**config.mk**
```make
export PLATFORM = sky130hd
export DESIGN_NAME = fwd_hazard_unit_flat
export DESIGN_NICKNAME = d
export VERILOG_FILES = /design/src/rtl/fwd_hazard_unit_pkg.sv /design/src/rtl/fwd_hazard_unit_if.sv /design/src/rtl/fwd_hazard_unit_match.sv /design/src/rtl/fwd_hazard_unit.sv /design/src/flat_wrapper.sv
export SDC_FILE = /design/constraint.sdc
export NUM_CORES = 1
export LEC_CHECK = 0
export BUFFER_PORTS_ARGS = -buffer_cell sky130_fd_sc_hd__buf_2
export CAP_MARGIN = 20
export CORE_MARGIN = 2
export CORE_UTILIZATION = 50
export CTS_BUF_LIST = sky130_fd_sc_hd__clkbuf_16
export CTS_CLUSTER_SIZE = 25
export DETAILED_ROUTE_END_ITERATION = 7
export PLACE_DENSITY = 0.81
export SLEW_MARGIN = 30
export SYNTH_ARGS = -nofsm -noshare
export SYNTH_HDL_FRONTEND = slang
export SYNTH_SLANG_ARGS = --single-unit
```
**constraint.sdc**
```tcl
create_clock -name clk -period 2.6 [get_ports clk]
set_input_delay 0.26 -clock clk [delete_from_list [all_inputs] [get_ports clk]]
set_output_delay 0.26 -clock clk [all_outputs]
set_load 0.02 [all_outputs]
```
**src/rtl/fwd_hazard_unit_pkg.sv**
```systemverilog
// Shared types for the forwarding/hazard unit: select encodings and the
// in-flight pipeline entry record.
package fwd_pkg;

    localparam int SEL_REGFILE   = 0;
    localparam int SEL_STAGE_EX  = 1;
    localparam int SEL_STAGE_MEM = 2;

    // Destination field is sized for the widest supported register file;
    // narrower addresses are zero-extended on entry.
    localparam int ENTRY_AW_MAX = 8;

    typedef struct packed {
        logic                    valid;
        logic [ENTRY_AW_MAX-1:0] dest;
        logic                    is_ld;
    } fwd_entry_t;

    function automatic int sel_width(input int num_stages);
        return $clog2(num_stages + 1);
    endfunction

endpackage

```
**src/rtl/fwd_hazard_unit_if.sv**
```systemverilog
// ID-stage request and forwarding/stall response bundle.
interface fwd_hazard_unit_if
    import fwd_pkg::*;
#(
    parameter int REG_AW     = 3,
    parameter int NUM_STAGES = 2,
    parameter int CNT_W      = 16
);
    localparam int SEL_W = sel_width(NUM_STAGES);

    logic              frwd_en;
    logic              id_valid;
    logic [REG_AW-1:0] id_src1;
    logic [REG_AW-1:0] id_src2;
    logic              id_is_st;
    logic [REG_AW-1:0] id_dest;
    logic              id_wb_en;
    logic              id_is_ld;
    logic              flush;
    logic [SEL_W-1:0]  frwd_op1_sel;
    logic [SEL_W-1:0]  frwd_op2_sel;
    logic [SEL_W-1:0]  frwd_store_sel;
    logic              stall;
    logic [CNT_W-1:0]  stall_cnt;

    modport master (
        output frwd_en, id_valid, id_src1, id_src2, id_is_st,
               id_dest, id_wb_en, id_is_ld, flush,
        input  frwd_op1_sel, frwd_op2_sel, frwd_store_sel, stall, stall_cnt
    );

    modport slave (
        input  frwd_en, id_valid, id_src1, id_src2, id_is_st,
               id_dest, id_wb_en, id_is_ld, flush,
        output frwd_op1_sel, frwd_op2_sel, frwd_store_sel, stall, stall_cnt
    );

endinterface

```
**src/rtl/fwd_hazard_unit_match.sv**
```systemverilog
// Compares one ID source register against every in-flight entry and reports
// the nearest producing stage plus whether that producer is an EX-stage load.
module fwd_match
    import fwd_pkg::*;
#(
    parameter int REG_AW     = 3,
    parameter int NUM_STAGES = 2,
    parameter int SEL_W      = 2
) (
    input  fwd_entry_t        entries_i [1:NUM_STAGES],
    input  logic [REG_AW-1:0] src_i,
    output logic [SEL_W-1:0]  sel_o,
    output logic              hit_o,
    output logic              ld_hit_o
);

    logic [ENTRY_AW_MAX-1:0] src_ext_s;

    assign src_ext_s = ENTRY_AW_MAX'(src_i);

    // Walk from the oldest stage down so the youngest (lowest index) match wins.
    always_comb begin
        sel_o    = '0;
        hit_o    = 1'b0;
        ld_hit_o = 1'b0;
        for (int k = NUM_STAGES; k >= 1; k--) begin
            if (entries_i[k].valid && (entries_i[k].dest != '0) &&
                (entries_i[k].dest == src_ext_s)) begin
                sel_o    = SEL_W'(k);
                hit_o    = 1'b1;
                ld_hit_o = (k == SEL_STAGE_EX) && entries_i[k].is_ld;
            end else begin
                sel_o    = sel_o;
            end
        end
    end

endmodule

```
**src/rtl/fwd_hazard_unit.sv**
```systemverilog
// Operand forwarding select and load-use / interlock stall generation for the
// ID stage, tracking NUM_STAGES non-stalling stages behind it.
module fwd_hazard_unit
    import fwd_pkg::*;
#(
    parameter int REG_AW     = 3,
    parameter int NUM_STAGES = 2,
    parameter int CNT_W      = 16
) (
    input  logic            clk,
    input  logic            rst,
    fwd_hazard_unit_if.slave bus
);

    localparam int SEL_W = sel_width(NUM_STAGES);

    fwd_entry_t       entry_q [1:NUM_STAGES];
    fwd_entry_t       entry_d [1:NUM_STAGES];
    logic [CNT_W-1:0] stall_cnt_q;
    logic [CNT_W-1:0] stall_cnt_d;

    logic [SEL_W-1:0] sel1_s, sel2_s;
    logic             hit1_s, hit2_s, ld1_s, ld2_s;
    logic             active_s, stall_s;
    logic [SEL_W-1:0] op1_sel_s, op2_sel_s, store_sel_s;

    fwd_match #(.REG_AW(REG_AW), .NUM_STAGES(NUM_STAGES), .SEL_W(SEL_W)) u_match_src1 (
        .entries_i(entry_q), .src_i(bus.id_src1),
        .sel_o(sel1_s), .hit_o(hit1_s), .ld_hit_o(ld1_s)
    );

    fwd_match #(.REG_AW(REG_AW), .NUM_STAGES(NUM_STAGES), .SEL_W(SEL_W)) u_match_src2 (
        .entries_i(entry_q), .src_i(bus.id_src2),
        .sel_o(sel2_s), .hit_o(hit2_s), .ld_hit_o(ld2_s)
    );

    // Stall and select decode; any stall forces every select back to the regfile.
    always_comb begin
        active_s    = bus.id_valid & ~bus.flush;
        stall_s     = 1'b0;
        op1_sel_s   = '0;
        op2_sel_s   = '0;
        store_sel_s = '0;
        if (!active_s) begin
            stall_s = 1'b0;
        end else if (bus.frwd_en) begin
            stall_s = ld1_s | ld2_s;
            if (!stall_s) begin
                op1_sel_s = sel1_s;
                if (bus.id_is_st) begin
                    store_sel_s = sel2_s;
                end else begin
                    op2_sel_s = sel2_s;
                end
            end else begin
                op1_sel_s = '0;
            end
        end else begin
            stall_s = hit1_s | hit2_s;
        end
    end

    // Next-state of the in-flight tracker and the saturating stall counter.
    always_comb begin
        entry_d[1] = '0;
        if (active_s && !stall_s) begin
            entry_d[1].valid = bus.id_wb_en;
            entry_d[1].dest  = ENTRY_AW_MAX'(bus.id_dest);
            entry_d[1].is_ld = bus.id_is_ld;
        end else begin
            entry_d[1].valid = 1'b0;
        end
        for (int k = 2; k <= NUM_STAGES; k++) begin
            entry_d[k] = entry_q[k-1];
        end
        if (stall_s && (stall_cnt_q != '1)) begin
            stall_cnt_d = stall_cnt_q + CNT_W'(1);
        end else begin
            stall_cnt_d = stall_cnt_q;
        end
    end

    // State registers with synchronous reset.
    always_ff @(posedge clk) begin
        if (rst) begin
            for (int k = 1; k <= NUM_STAGES; k++) begin
                entry_q[k] <= '0;
            end
            stall_cnt_q <= '0;
        end else begin
            for (int k = 1; k <= NUM_STAGES; k++) begin
                entry_q[k] <= entry_d[k];
            end
            stall_cnt_q <= stall_cnt_d;
        end
    end

    assign bus.stall          = stall_s;
    assign bus.frwd_op1_sel   = op1_sel_s;
    assign bus.frwd_op2_sel   = op2_sel_s;
    assign bus.frwd_store_sel = store_sel_s;
    assign bus.stall_cnt      = stall_cnt_q;

endmodule

```
**src/flat_wrapper.sv**
```systemverilog
// flat-port wrapper written by rule: the top's interface ports become plain ports
module fwd_hazard_unit_flat import fwd_pkg::*;
#(
    parameter int REG_AW     = 3,
    parameter int NUM_STAGES = 2,
    parameter int CNT_W      = 16
)
  (clk, rst, bus_frwd_en, bus_id_valid, bus_id_src1, bus_id_src2, bus_id_is_st, bus_id_dest, bus_id_wb_en, bus_id_is_ld, bus_flush, bus_frwd_op1_sel, bus_frwd_op2_sel, bus_frwd_store_sel, bus_stall, bus_stall_cnt);
  fwd_hazard_unit_if #(.REG_AW(REG_AW), .NUM_STAGES(NUM_STAGES), .CNT_W(CNT_W)) bus_i ();
  input  logic clk;
  input  logic rst;
  input wire logic [$bits(bus_i.frwd_en)-1:0] bus_frwd_en;
  input wire logic [$bits(bus_i.id_valid)-1:0] bus_id_valid;
  input wire logic [$bits(bus_i.id_src1)-1:0] bus_id_src1;
  input wire logic [$bits(bus_i.id_src2)-1:0] bus_id_src2;
  input wire logic [$bits(bus_i.id_is_st)-1:0] bus_id_is_st;
  input wire logic [$bits(bus_i.id_dest)-1:0] bus_id_dest;
  input wire logic [$bits(bus_i.id_wb_en)-1:0] bus_id_wb_en;
  input wire logic [$bits(bus_i.id_is_ld)-1:0] bus_id_is_ld;
  input wire logic [$bits(bus_i.flush)-1:0] bus_flush;
  output wire logic [$bits(bus_i.frwd_op1_sel)-1:0] bus_frwd_op1_sel;
  output wire logic [$bits(bus_i.frwd_op2_sel)-1:0] bus_frwd_op2_sel;
  output wire logic [$bits(bus_i.frwd_store_sel)-1:0] bus_frwd_store_sel;
  output wire logic [$bits(bus_i.stall)-1:0] bus_stall;
  output wire logic [$bits(bus_i.stall_cnt)-1:0] bus_stall_cnt;
  assign bus_i.frwd_en = bus_frwd_en;
  assign bus_i.id_valid = bus_id_valid;
  assign bus_i.id_src1 = bus_id_src1;
  assign bus_i.id_src2 = bus_id_src2;
  assign bus_i.id_is_st = bus_id_is_st;
  assign bus_i.id_dest = bus_id_dest;
  assign bus_i.id_wb_en = bus_id_wb_en;
  assign bus_i.id_is_ld = bus_id_is_ld;
  assign bus_i.flush = bus_flush;
  assign bus_frwd_op1_sel = bus_i.frwd_op1_sel;
  assign bus_frwd_op2_sel = bus_i.frwd_op2_sel;
  assign bus_frwd_store_sel = bus_i.frwd_store_sel;
  assign bus_stall = bus_i.stall;
  assign bus_stall_cnt = bus_i.stall_cnt;
  fwd_hazard_unit #(.REG_AW(REG_AW), .NUM_STAGES(NUM_STAGES), .CNT_W(CNT_W)) u_core (.clk(clk), .rst(rst), .bus(bus_i));
endmodule
```
# Yosys cells after proc, flatten, opt, wreduce, memory -nomap -nowiden

Cells that the tools add are included.

Reductions and logical operators: 12
Add/sub/neg operators: 1
Equal/unequal tests: 5
Bitwise logic cells: 5
Muxes and demuxes: 23

Operator list:

| operator                                      | number |
|---|---|
| equality test 8 x 3 -> 1 bit                  | 4 |
| two-way mux 2 bit                             | 15 |
| adder 16 x 1 -> 16 bit, second input constant | 1 |
| inequality test 16 bit, second input constant | 1 |
| nonzero test 8 bit                            | 2 |
| logical AND 1 bit                             | 8 |
| two-way mux 1 bit                             | 8 |
| NOT 1 bit                                     | 2 |
| bitwise OR 1 bit                              | 2 |
| OR reduction 2 bit                            | 1 |
| bitwise AND 1 bit                             | 1 |
| zero test 1 bit                               | 1 |

Input port bits: 17
Logic and storage cells: 53
Output and inout port bits: 23
Register bits: 35

# Longest topological paths before layout

Word-level depth: 12
Depth in mapped cells: 8

# Cells and area by module

A second synthesis with hierarchy kept.

Cell total of the unflattened synthesis: 184
Area total of the unflattened synthesis: 1,660.3 sq um

Modules (own cells, without submodules):

| module          | cells an instance | sequential area each (sq um) | area each (sq um) | times used |
|---|---|---|---|---|
| fwd_hazard_unit | 140               | 520.5                        | 1,327.5           | 1 |
| fwd_match       | 22                | 0.0                          | 166.4             | 2 |

# Worst setup path before layout

Ideal clock, no wire load.

Path type: register to register
Start: reg u_core.entry_q[1] (netlist name)
End: reg u_core.stall_cnt_q[11], in the netlist u_core.bus.stall_cnt[11]
Setup slack: 0.595 ns
Arrival: 1.884 ns
Period minus slack after synthesis: 2.005 ns
Buffers on the path: 1
Library setup time: 0.121 ns
Stages on the path, launching flop included: 8
Cells stage by stage: dfxtp_1 > xor2_1 > nor3_1 > o21ai_1 > o32a_4 > buf_6 > nor4b_1 > mux2_2

Word-level cells in the longest chain between the ends: 9
Elaborated cells on any way between the ends: 14
Those cells by class: 2 x eq/ne; 6 x mux; 1 x bitwise; 5 x reduce/logical

RTL lines:

| what                             | line                        | source |
|---|---|---|
| start: declaration               | fwd_hazard_unit.sv:17       | `fwd_entry_t entry_q [1:NUM_STAGES];` |
| start signal: indexed assignment | fwd_hazard_unit.sv:92       | `entry_q[k] <= entry_d[k];` |
| nonzero test 8 bit               | fwd_hazard_unit_match.sv:27 | `if (entries_i[k].valid && (entries_i[k].dest != '0) &&` |
| logical AND 1 bit (2 in a row)   | fwd_hazard_unit_match.sv:27 |  |
| two-way mux 1 bit (2 in a row)   | fwd_hazard_unit_match.sv:27 |  |
| bitwise OR 1 bit *               | fwd_hazard_unit.sv:59       | `stall_s = hit1_s \| hit2_s;` |
| two-way mux 1 bit *              | fwd_hazard_unit.sv:46       | `end else if (bus.frwd_en) begin` |
| two-way mux 1 bit *              | fwd_hazard_unit.sv:44       | `if (!active_s) begin` |
| logical AND 1 bit *              | fwd_hazard_unit.sv:76       | `if (stall_s && (stall_cnt_q != '1)) begin` |
| end signal: assignment           | fwd_hazard_unit.sv:94       | `stall_cnt_q <= stall_cnt_d;` |
| end: declaration                 | fwd_hazard_unit.sv:19       | `logic [CNT_W-1:0] stall_cnt_q;` |

Mark *: on every way between the ends. The rest lies on a longest branch, timed or not.
A chain may end at the register's enable or synchronous reset.

# Worst setup path after layout

Start: reg u_core.entry_q[2] (netlist name)
End: reg u_core.stall_cnt_q[3], in the netlist u_core.bus.stall_cnt[3]

The elaborated chain is that of the path after synthesis.

==> results.json <==
{
  "place_congestion": 0.916,
  "r2r_start": "u_core.entry_q[2]",
  "synth_nets": 177,
  "drtPass1Iterations": 4,
  "drv_slew": 0,
  "post-place-cells": 224,
  "path_buf_inv": 0,
  "post_synth.cell_area_avg_um2": 8.66,
  "syn_inst": 159,
  "hold_buffers": 0,
  "max_freq_mhz": 448,
  "setup_viol": 0,
  "nNetsFinal": 216,
  "min_from": "bus_id_dest[0]",
  "p_per_area_nw_per_um2": 470,
  "hold_depth": 2,
  "place_ws_ns": 0.426,
  "drc": 0,
  "fin_crit_sh_pct": 85.8,
  "die_h_um": 56.5,
  "dpl-instance-area_um2": 1580,
  "grt_max_degree": 26,
  "clock_latency_ns": 0.26,
  "required_ns": 2.74,
  "synth-edff-count": 0,
  "clk_transition_reported_paths_ns": 0.06,
  "initial_core_util_pct": 51.2,
  "yosys_warnings": 0,
  "finalCriticalPeriod_ns": 2.23,
  "final_cell_mix": "buf_2, dfxtp_1, a21oi_1",
  "leakage_nw": 0.686,
  "r2r_slack_ns": 0.37,
  "clock_sinks": 25,
  "post_cts_resized": 0,
  "core_area_um2": 2690,
  "finalClockSkew_ns": 0.00695,
  "maxCapViolations": 0,
  "synth-seq-cells": 25,
  "ys.flop_type": "dfxtp_1",
  "cts_tree": "built",
  "grt_use_total_pct": 21.3,
  "synth_seq_area_share_pct": 36.4,
  "status": "finished, final reports clean",
  "grt.overflow.total": 0,
  "rsz0062_at_grt": "false",
  "port-buffer-count": 39,
  "dp_hpwl_mm": 2.38,
  "cts_root_buffer": "clkbuf_16",
  "fin_area_um2": 1660,
  "diodes": 0,
  "io_pins": 40,
  "reg2regPathDepth": 6,
  "max_stage_delay_ns": 0.43,
  "wl_per_cell_um": 14.7,
  "start_kind": "register",
  "netlist_area_um2": 1380,
  "dieArea_um2": 3190,
  "drt_wl_total_mm": 3.35,
  "post-route-util_pct": 61.9,
  "power_mw": 0.782,
  "synth_cell_types": 36,
  "timing.final.ws_setup_ns": 0.370,
  "antenna_found_initial": 0,
  "cp_slowest_cell": "o32a_4",
  "cp_top_family": "simple AND/OR/NAND/NOR gates",
  "crit_type": "register to register",
  "crit_fanout": 25,
  "ir_drop_v": 0.000381,
  "layout_commonest_cell": "buf_2",
  "cts_buffer_depth": 2,
  "cts_setup_buffers": 0,
  "tightest_slew_ns": 0.473,
  "fin_tns_setup_ns": 0,
  "finalHoldViolCount": 0,
  "syn_to_final_growth_pct": 20.8,
  "drt_iter0_markers": 54,
  "relSlewSlack_pct": 68.2,
  "route.vias.total": 1334,
  "path_cells": "xor2_1 -> nor3_1 -> o21ai_1 -> o32a_4 -> nor4b_1 -> mux2_2",
  "grt_pass1_vias": 1225,
  "async_flop_share_pct": 0,
  "min_path_type": "input pin to register",
  "reg2reg_to": "u_core.bus.stall_cnt[3]",
  "drive_gt1_share_pct": 24.4,
  "cp-end-kind": "register",
  "numCtsBuffers": 3,
  "grt_pass1_wl_mm": 5.48,
  "rows": 19,
  "die_w_um": 56.5,
  "worstPathArrival_ns": 2.37,
  "hold_end": "u_core.entry_d[1]",
  "vias_per_cell": 5.85,
  "stdcell_count": 228,
  "htree_num_levels": 1,
  "antenna_left": 0,
  "holdWs_ns": 0.204
}
-- synth_stat cells, types with 2 or more instances --
cell,n,area [µm²]
nand3_1,5,25.0
nor2b_1,7,43.8
nand2_1,7,26.3
nor4b_1,3,26.3
and2_1,5,31.3
and3_1,4,25.0
a21oi_1,12,60.1
nand2b_1,4,25.0
xor2_1,9,78.8
o31ai_1,8,60.1
and4_1,5,43.8
or4_1,8,60.1
inv_1,5,18.8
or3_1,5,31.3
xnor2_1,3,26.3
o211ai_1,2,15.0
o21ai_1,2,10.0
o31a_1,2,17.5
dfxtp_1,25,500
clkbuf_1,3,11.3
o21ai_0,4,20.0
nor3_2,2,20.0
mux2_2,2,22.5
nor2_1,8,30.0
nor3_1,8,40.0
-- layer usage --
metal / GRT usage (%) / part of all wire, % / wire length [µm] / up-vias
met5: 0 / 0 / 0 / -
met1: 24.5 / 41 / 1370 / 620
met2: 38.2 / 52 / 1750 / 36
met3: 4.38 / 4.4 / 147 / 8
met4: 8.50 / 2.6 / 88 / 0
li1: - / - / - / 670
-- power by group --
group	switching (mW)	total (mW)	internal [mW]
registers	0.00361	0.390	0.386
clock network	0.136	0.344	0.207
logic	0.0281	0.0491	0.0210
total	0.168	0.782	0.614
-- sequential cells by signal, summed over array words and instances, names as in the netlist --
name                  count
u_core.bus.stall_cnt     16
u_core.entry_d            5
u_core.entry_q            4
-- logic make-up (layout without fill, tap and decap cells) --
kind of cell             count (synthesis)  in the layout  share of synthesized area, %
flip-flops                              25             25                          36.4
adder cells (fa/ha/maj)                  1              1                         0.909
buffers and inverters                   10             48                          3.36
AO/OA/AOI/OAI                           33             33                          16.1
AND/OR/NAND/NOR                         75             75                          33.3
XOR/XNOR                                12             12                          7.64
multiplexers                             3              3                          2.36
-- layout make-up --
type                    instances  area [µm²]
fillers                       246        1020
inverters                       5        18.8
clock inverters                 1        5.00
well taps                      31        38.8
clock buffers                   3        75.1
flip-flops and latches         25         500
repair buffers                 39         195
multi-input cells             124         830
-- worst reg2reg max path: cells and delay by family (launching register included) --
kind            cells  cell delay [ns]
xor+xnor            1             0.13
simple gates        2             0.65
mux                 1             0.38
flops               1             0.41
compound gates      2             0.56
-- worst max path at each step --
stage	depth (start not counted)	endpoint	slack [ns]	start
2_1_floorplan	7	u_core.bus.stall_cnt[11]	0.60	u_core.entry_q[1]
3_3_place_gp	7	u_core.bus.stall_cnt[11]	0.47	bus_id_src1[0]
3_5_place_dp	7	u_core.bus.stall_cnt[11]	0.43	bus_id_src1[0]
4_1_cts	6	u_core.bus.stall_cnt[3]	0.38	u_core.entry_q[2]
5_1_grt	6	bus_stall	0.23	u_core.entry_q[2]
6_report	6	u_core.bus.stall_cnt[3]	0.37	u_core.entry_q[2]
(Power assumes the default switching activity.)
